`config.mk`:
```
export PLATFORM = sky130hd
export DESIGN_NAME = multiplier_iterative_param
export DESIGN_NICKNAME = d
export VERILOG_FILES = /design/src/rtl/mult_iter_pkg.sv /design/src/rtl/mult_iter_step.sv /design/src/rtl/multiplier_iterative_param.sv
export SDC_FILE = /design/constraint.sdc
export NUM_CORES = 1
export LEC_CHECK = 0
export BUFFER_PORTS_ARGS = -buffer_cell sky130_fd_sc_hd__clkbuf_2
export CORE_MARGIN = 2
export CORE_UTILIZATION = 53
export DETAILED_ROUTE_END_ITERATION = 8
export GPL_TIMING_DRIVEN = 0
export MAX_ROUTING_LAYER = met4
export PLACE_DENSITY = 0.72
export SLEW_MARGIN = 10
export SYNTH_ARGS = -nofsm -noshare
export SYNTH_HDL_FRONTEND = slang
export SYNTH_HIERARCHICAL = 1
export SYNTH_SLANG_ARGS = --single-unit
```
`constraint.sdc`:
```
create_clock -name clk -period 5.8 [get_ports clk]
set_clock_uncertainty 0.1 [all_clocks]
set_input_delay 1.16 -clock clk [delete_from_list [all_inputs] [get_ports clk]]
set_output_delay 1.16 -clock clk [all_outputs]
set_load 0.03 [all_outputs]
```
`src/rtl/mult_iter_pkg.sv`:
```
// mult_iter_pkg: shared state encoding and operand helpers for the iterative multiplier
package mult_iter_pkg;
    localparam int MAX_W = 64;

    typedef enum logic [1:0] {IDLE, BUSY, DONE} mult_state_t;

    // v is sign- or zero-extended to MAX_W by the caller
    function automatic logic [MAX_W-1:0] mag(input logic [MAX_W-1:0] v, input logic sgn);
        return (sgn && v[MAX_W-1]) ? -v : v;
    endfunction
endpackage

```
`src/rtl/mult_iter_step.sv`:
```
// mult_iter_step: one iteration of shift-add, retiring STEP multiplier bits
module mult_iter_step #(
    parameter int WIDTH = 32,
    parameter int STEP  = 1
)(
    input  logic [2*WIDTH-1:0] acc,
    input  logic [2*WIDTH-1:0] mc,
    input  logic [STEP-1:0]    mp_lo,
    output logic [2*WIDTH-1:0] acc_next
);
    always_comb begin
        acc_next = acc;
        for (int i = 0; i < STEP; i++)
            acc_next = acc_next + (mp_lo[i] ? (mc << i) : '0);
    end
endmodule

```
`src/rtl/multiplier_iterative_param.sv`:
```
// multiplier_iterative_param: valid/ready iterative shift-add multiplier with early exit
module multiplier_iterative_param
    import mult_iter_pkg::*;
#(
    parameter int WIDTH = 32,
    parameter int STEP  = 1
)(
    input  logic               clk,
    input  logic               reset,
    input  logic               valid_in,
    output logic               ready_out,
    input  logic [WIDTH-1:0]   a,
    input  logic [WIDTH-1:0]   b,
    input  logic               signed_in,
    output logic               valid_out,
    input  logic               ready_in,
    output logic [2*WIDTH-1:0] r
);
    localparam int PW    = 2 * WIDTH;
    localparam int ITERS = WIDTH / STEP;
    localparam int CW    = $clog2(ITERS + 1);

    if (!(STEP == 1 || STEP == 2 || STEP == 4) || (WIDTH % STEP != 0) || WIDTH < 4 || WIDTH > MAX_W
        || (WIDTH % 2 != 0)) begin : g_bad_params
        $error("multiplier_iterative_param: illegal WIDTH/STEP");
    end

    mult_state_t      state;
    logic [PW-1:0]    acc, mc, acc_next;
    logic [WIDTH-1:0] mp, mp_next, a_mag, b_mag;
    logic [CW-1:0]    cnt, cnt_next;
    logic             neg, finish;
    logic [MAX_W-1:0] a_ext, b_ext;

    assign a_ext     = signed_in ? MAX_W'($signed(a)) : MAX_W'(a);
    assign b_ext     = signed_in ? MAX_W'($signed(b)) : MAX_W'(b);
    assign a_mag     = WIDTH'(mag(a_ext, signed_in));
    assign b_mag     = WIDTH'(mag(b_ext, signed_in));
    assign mp_next   = mp >> STEP;
    assign cnt_next  = cnt + 1'b1;
    assign finish    = (mp_next == '0) || (cnt_next == CW'(ITERS));
    assign ready_out = (state == IDLE);
    assign valid_out = (state == DONE);

    mult_iter_step #(.WIDTH(WIDTH), .STEP(STEP)) u_step (
        .acc      (acc),
        .mc       (mc),
        .mp_lo    (mp[STEP-1:0]),
        .acc_next (acc_next)
    );

    always_ff @(posedge clk) begin
        if (reset) begin
            state <= IDLE;
            acc   <= '0;
            mc    <= '0;
            mp    <= '0;
            cnt   <= '0;
            neg   <= 1'b0;
            r     <= '0;
        end else begin
            case (state)
                IDLE: if (valid_in) begin
                    mc    <= PW'(a_mag);
                    mp    <= b_mag;
                    neg   <= signed_in & (a[WIDTH-1] ^ b[WIDTH-1]);
                    acc   <= '0;
                    cnt   <= '0;
                    state <= BUSY;
                end
                BUSY: begin
                    acc <= acc_next;
                    mc  <= mc << STEP;
                    mp  <= mp_next;
                    cnt <= cnt_next;
                    if (finish) begin
                        r     <= neg ? -acc_next : acc_next;
                        state <= DONE;
                    end
                end
                DONE: if (ready_in) state <= IDLE;
                default: state <= IDLE;
            endcase
        end
    end
endmodule

```
==> metrics.cfg <==
[floorplanning]
core_region_area_um2 = 29560
die-width_um = 177.0
initial_utilization_pct = 53.63
die_area_um2 = 31310
rows = 63
boundaryPins = 135
floorplan.die.height_um = 177.0

[worst_setup_path]
timing.rr.end = r[63]
start_kind = register
critPathArrivalTime_ns = 5.94
worst-r2r-setup-slack_ns = 0.17
worstSetupStartpoint = mp[0]
critical_path.reg2reg.startpoint = mp[0]
crit_path_end_kind = register
required_ns = 6.11
path_max_fanout = 11
setup.worst_path.end = r[63]
startpoint_to_endpoint_class_of_the_critical_path = register to register
worst-r2r-cell-count = 18

[synthesis]
synth_largest_area_cell = dfxtp_1
dominantRegCellSynth = dfxtp_1
ys_seq_area_share_pct = 29.42
synth_area_leaders = dfxtp_1 (29%), a21oi_1 (8.0%), xor2_1 (5.6%), nand2_1 (5.4%), ha_1 (5.3%)
ys.warnings.count = 6
syn_std_cell_area_um2 = 15850
ys_seq_elements = 233
synth_edf_count = 0
synthDominantCellAreaShare_pct = 29.42
syn-mean-instance-area_um2 = 7.626
postSynth.asyncResetShare_pct = 0
synth_cells = 2079
syn-num-nets = 2216
post_synth_num_cell_types = 83

[clocking]
ctsHoldBuffers = 0
cts-buffers-inserted = 26
worst_setup_hold_path_clk_slew_ns = 0.06
cts.sinks = 233
clock_latency_at_the_later_pin_of_the_worst_skew_pair_ns = 0.54
buffer_levels_on_the_longest_clock_path = 3
root_buffer = clkbuf_16
htreeDepth = 1
cts_tree = yes

[outcome]
outcome = finished clean

[timing]
fin_crit_sh_pct = 97.03
period_minus_slack_ns = 5.628
fmax_mhz = 177.7
final-hold-violation-count = 0
slew_headroom_pct = 32.12
worstMarginPinSlew_ns = 1.018
report.final.setup_viol = 0
layout_setup_ws_ns = 0.1723
report.final.slew_viol_count = 0
setup_total_negative_slack_ns = 0

[placement]
detailedPlace.worstSlack_ns = -1.159
gp_congestion = 1.005
place.detailed.hpwl_mm = 42.00
placedCellCount = 2602
portBuffers = 133

[final_layout]
fill_cells = 2782
post_layout_nonfiller_instances = 2650
final_common_cell = a21oi_1
regArea_um2 = 4668
most-common-layout-cells = a21oi_1 (250), dfxtp_1 (232), nand2_1 (225)
layout_nets = 2379
syn_to_final_growth_pct = 14.24
final_layout_size_suffix_gt1_share_pct = 11.42
total_area_of_multi_input_combinational_cells_um2 = 10680
antenna-diode-count = 0

[route]
post_drt_wl_per_cell_um = 20.27
drt-met1-wl_mm = 24.60
vias = 16390
drc_errors = 0
vias_per_instance = 6.186
met2WireLength_mm = 23.54
maxUsedRoutingLayer = met4
ant_nets = 0
met3_wirelength_mm = 4.051
wl_mm = 53.71
first_pass_iters = 5
number_of_violations_reported_at_the_end_of_detailed_routing_iteration_0 = 1477

[global_routing]
gr-usage-all-layers_pct = 34.55
grt_first_pass_wirelength_mm = 83.55
globalRoute.totalOverflow = 0
grt_max_degree = 13
vias_in_the_first_global_route = 15160
grt_antenna_before_repair = 0

[power]
p_leak_nw = 7.118
max-vdd-ir-drop_uv = 200.3
p_total_w = 0.004020
power_density_nw_per_um2 = 222.0

[flow_run]
maxCapViolCount = 0

[min_path]
hold_class = register to register

==> Yosys cell counts (15+ instances only) <==
cell type,n
nor2_1,149
o31ai_1,26
nand3_1,133
a21o_1,38
o22ai_1,20
a22oi_1,36
a211oi_1,63
ha_1,67
a21oi_1,252
or3_1,25
nand4_1,27
nand2_1,226
and3_1,25
inv_1,32
dfxtp_1,233
xnor2_1,67
nor3_1,43
o41ai_1,18
buf_1,18
nor4_1,15
clkbuf_1,124
xor2_1,102
or4_1,15
o21bai_1,15
and2_1,80
a31oi_1,24
o21ai_0,53
==> power breakdown <==
group / leakage [nW] / switching [W] / internal (W)
sequential: 1.89 / 0.0000418 / 0.00165
combinational: 4.83 / 0.000472 / 0.000206
clock: 0.404 / 0.000682 / 0.000968
total: 7.12 / 0.00120 / 0.00282
==> critical path, cell delays in order (launching register included) <==
cell and delay (ns):
dfxtp_4 0.40, buf_2 0.19, and2_1 0.20, ha_2 0.40, and2_1 0.15, buf_6 0.13
nand3_2 0.07, or3_1 0.33, or3_4 0.37, a2111oi_4 0.40, o211ai_2 0.22, a211oi_4 0.38
nor2_1 0.09, xnor2_1 0.24, or4_1 0.60, or3_4 0.44, o41ai_4 0.28, xor2_2 0.35
a211oi_1 0.12
==> cell type report <==
cell class	instances	area share [%]
buffer	154	3.503
clock buffer	39	4.090
clock inverter	7	0.5043
inverter	32	0.6632
multi-input combinational	1659	58.97
sequential	233	25.78
tap	390	2.694
timing repair buffer	136	3.800
==> stage by stage <==
stage | hold slack (ns) | utilization [%] | cell area, um2
finish | 0.3629 | 61.27 | 18110
global route | 0.3854 | 61.27 | 18110
CTS | 0.3630 | 60.74 | 17950
detailed placement | 0.3535 | 57.56 | 17010
global placement | 0.3430 | 57.54 | 17010
floorplan | 0.3351 | - | 15850
==> how the worst min path moves through the flow <==
stage | depth (start not counted) | from | endpoint | slack (ns)
after floorplan | 2 | mp[0] | mp[0] | 0.34
after global placement | 2 | mp[0] | mp[0] | 0.34
after detailed placement | 2 | mc[42] | mc[43] | 0.35
after CTS | 2 | mc[42] | mc[43] | 0.36
after global routing | 2 | acc[4] | acc[4] | 0.39
final | 2 | mc[42] | mc[43] | 0.36
==> state kept, by name (all words and copies together) (netlist names) <==
name,cells
mp,32
acc,64
mc,64
r,64
neg,1
state,2
cnt,6
==> cells by family (layout without fill, tap and decap cells) <==
kind of cell	after synthesis	after routing	synth area share (%)
flip-flops	233	233	29.42
multiplexers	6	6	0.3867
XOR/XNOR	169	169	9.336
AO/OA/AOI/OAI	627	627	26.00
adder cells (fa/ha/maj)	68	68	5.414
buffers and inverters	187	368	4.759
AND/OR/NAND/NOR	789	789	24.68
==> repair_timing <==
item | CTS | global route
resized for setup | 18 | 32
buffers inserted | 1 | 2
pin swaps | 2 | 7
endpoints found under the setup margin | 23 | 22
gates cloned | 0 | 0
==> layer usage <==
layer / track usage (%) / vias to the layer above
met5: - / -
met4: 10.64 / 0
met3: 3.587 / 104
met2: 52.61 / 679
met1: 48.17 / 7717
li1: - / 7893
No activity file was read; power rests on OpenSTA's default activity.
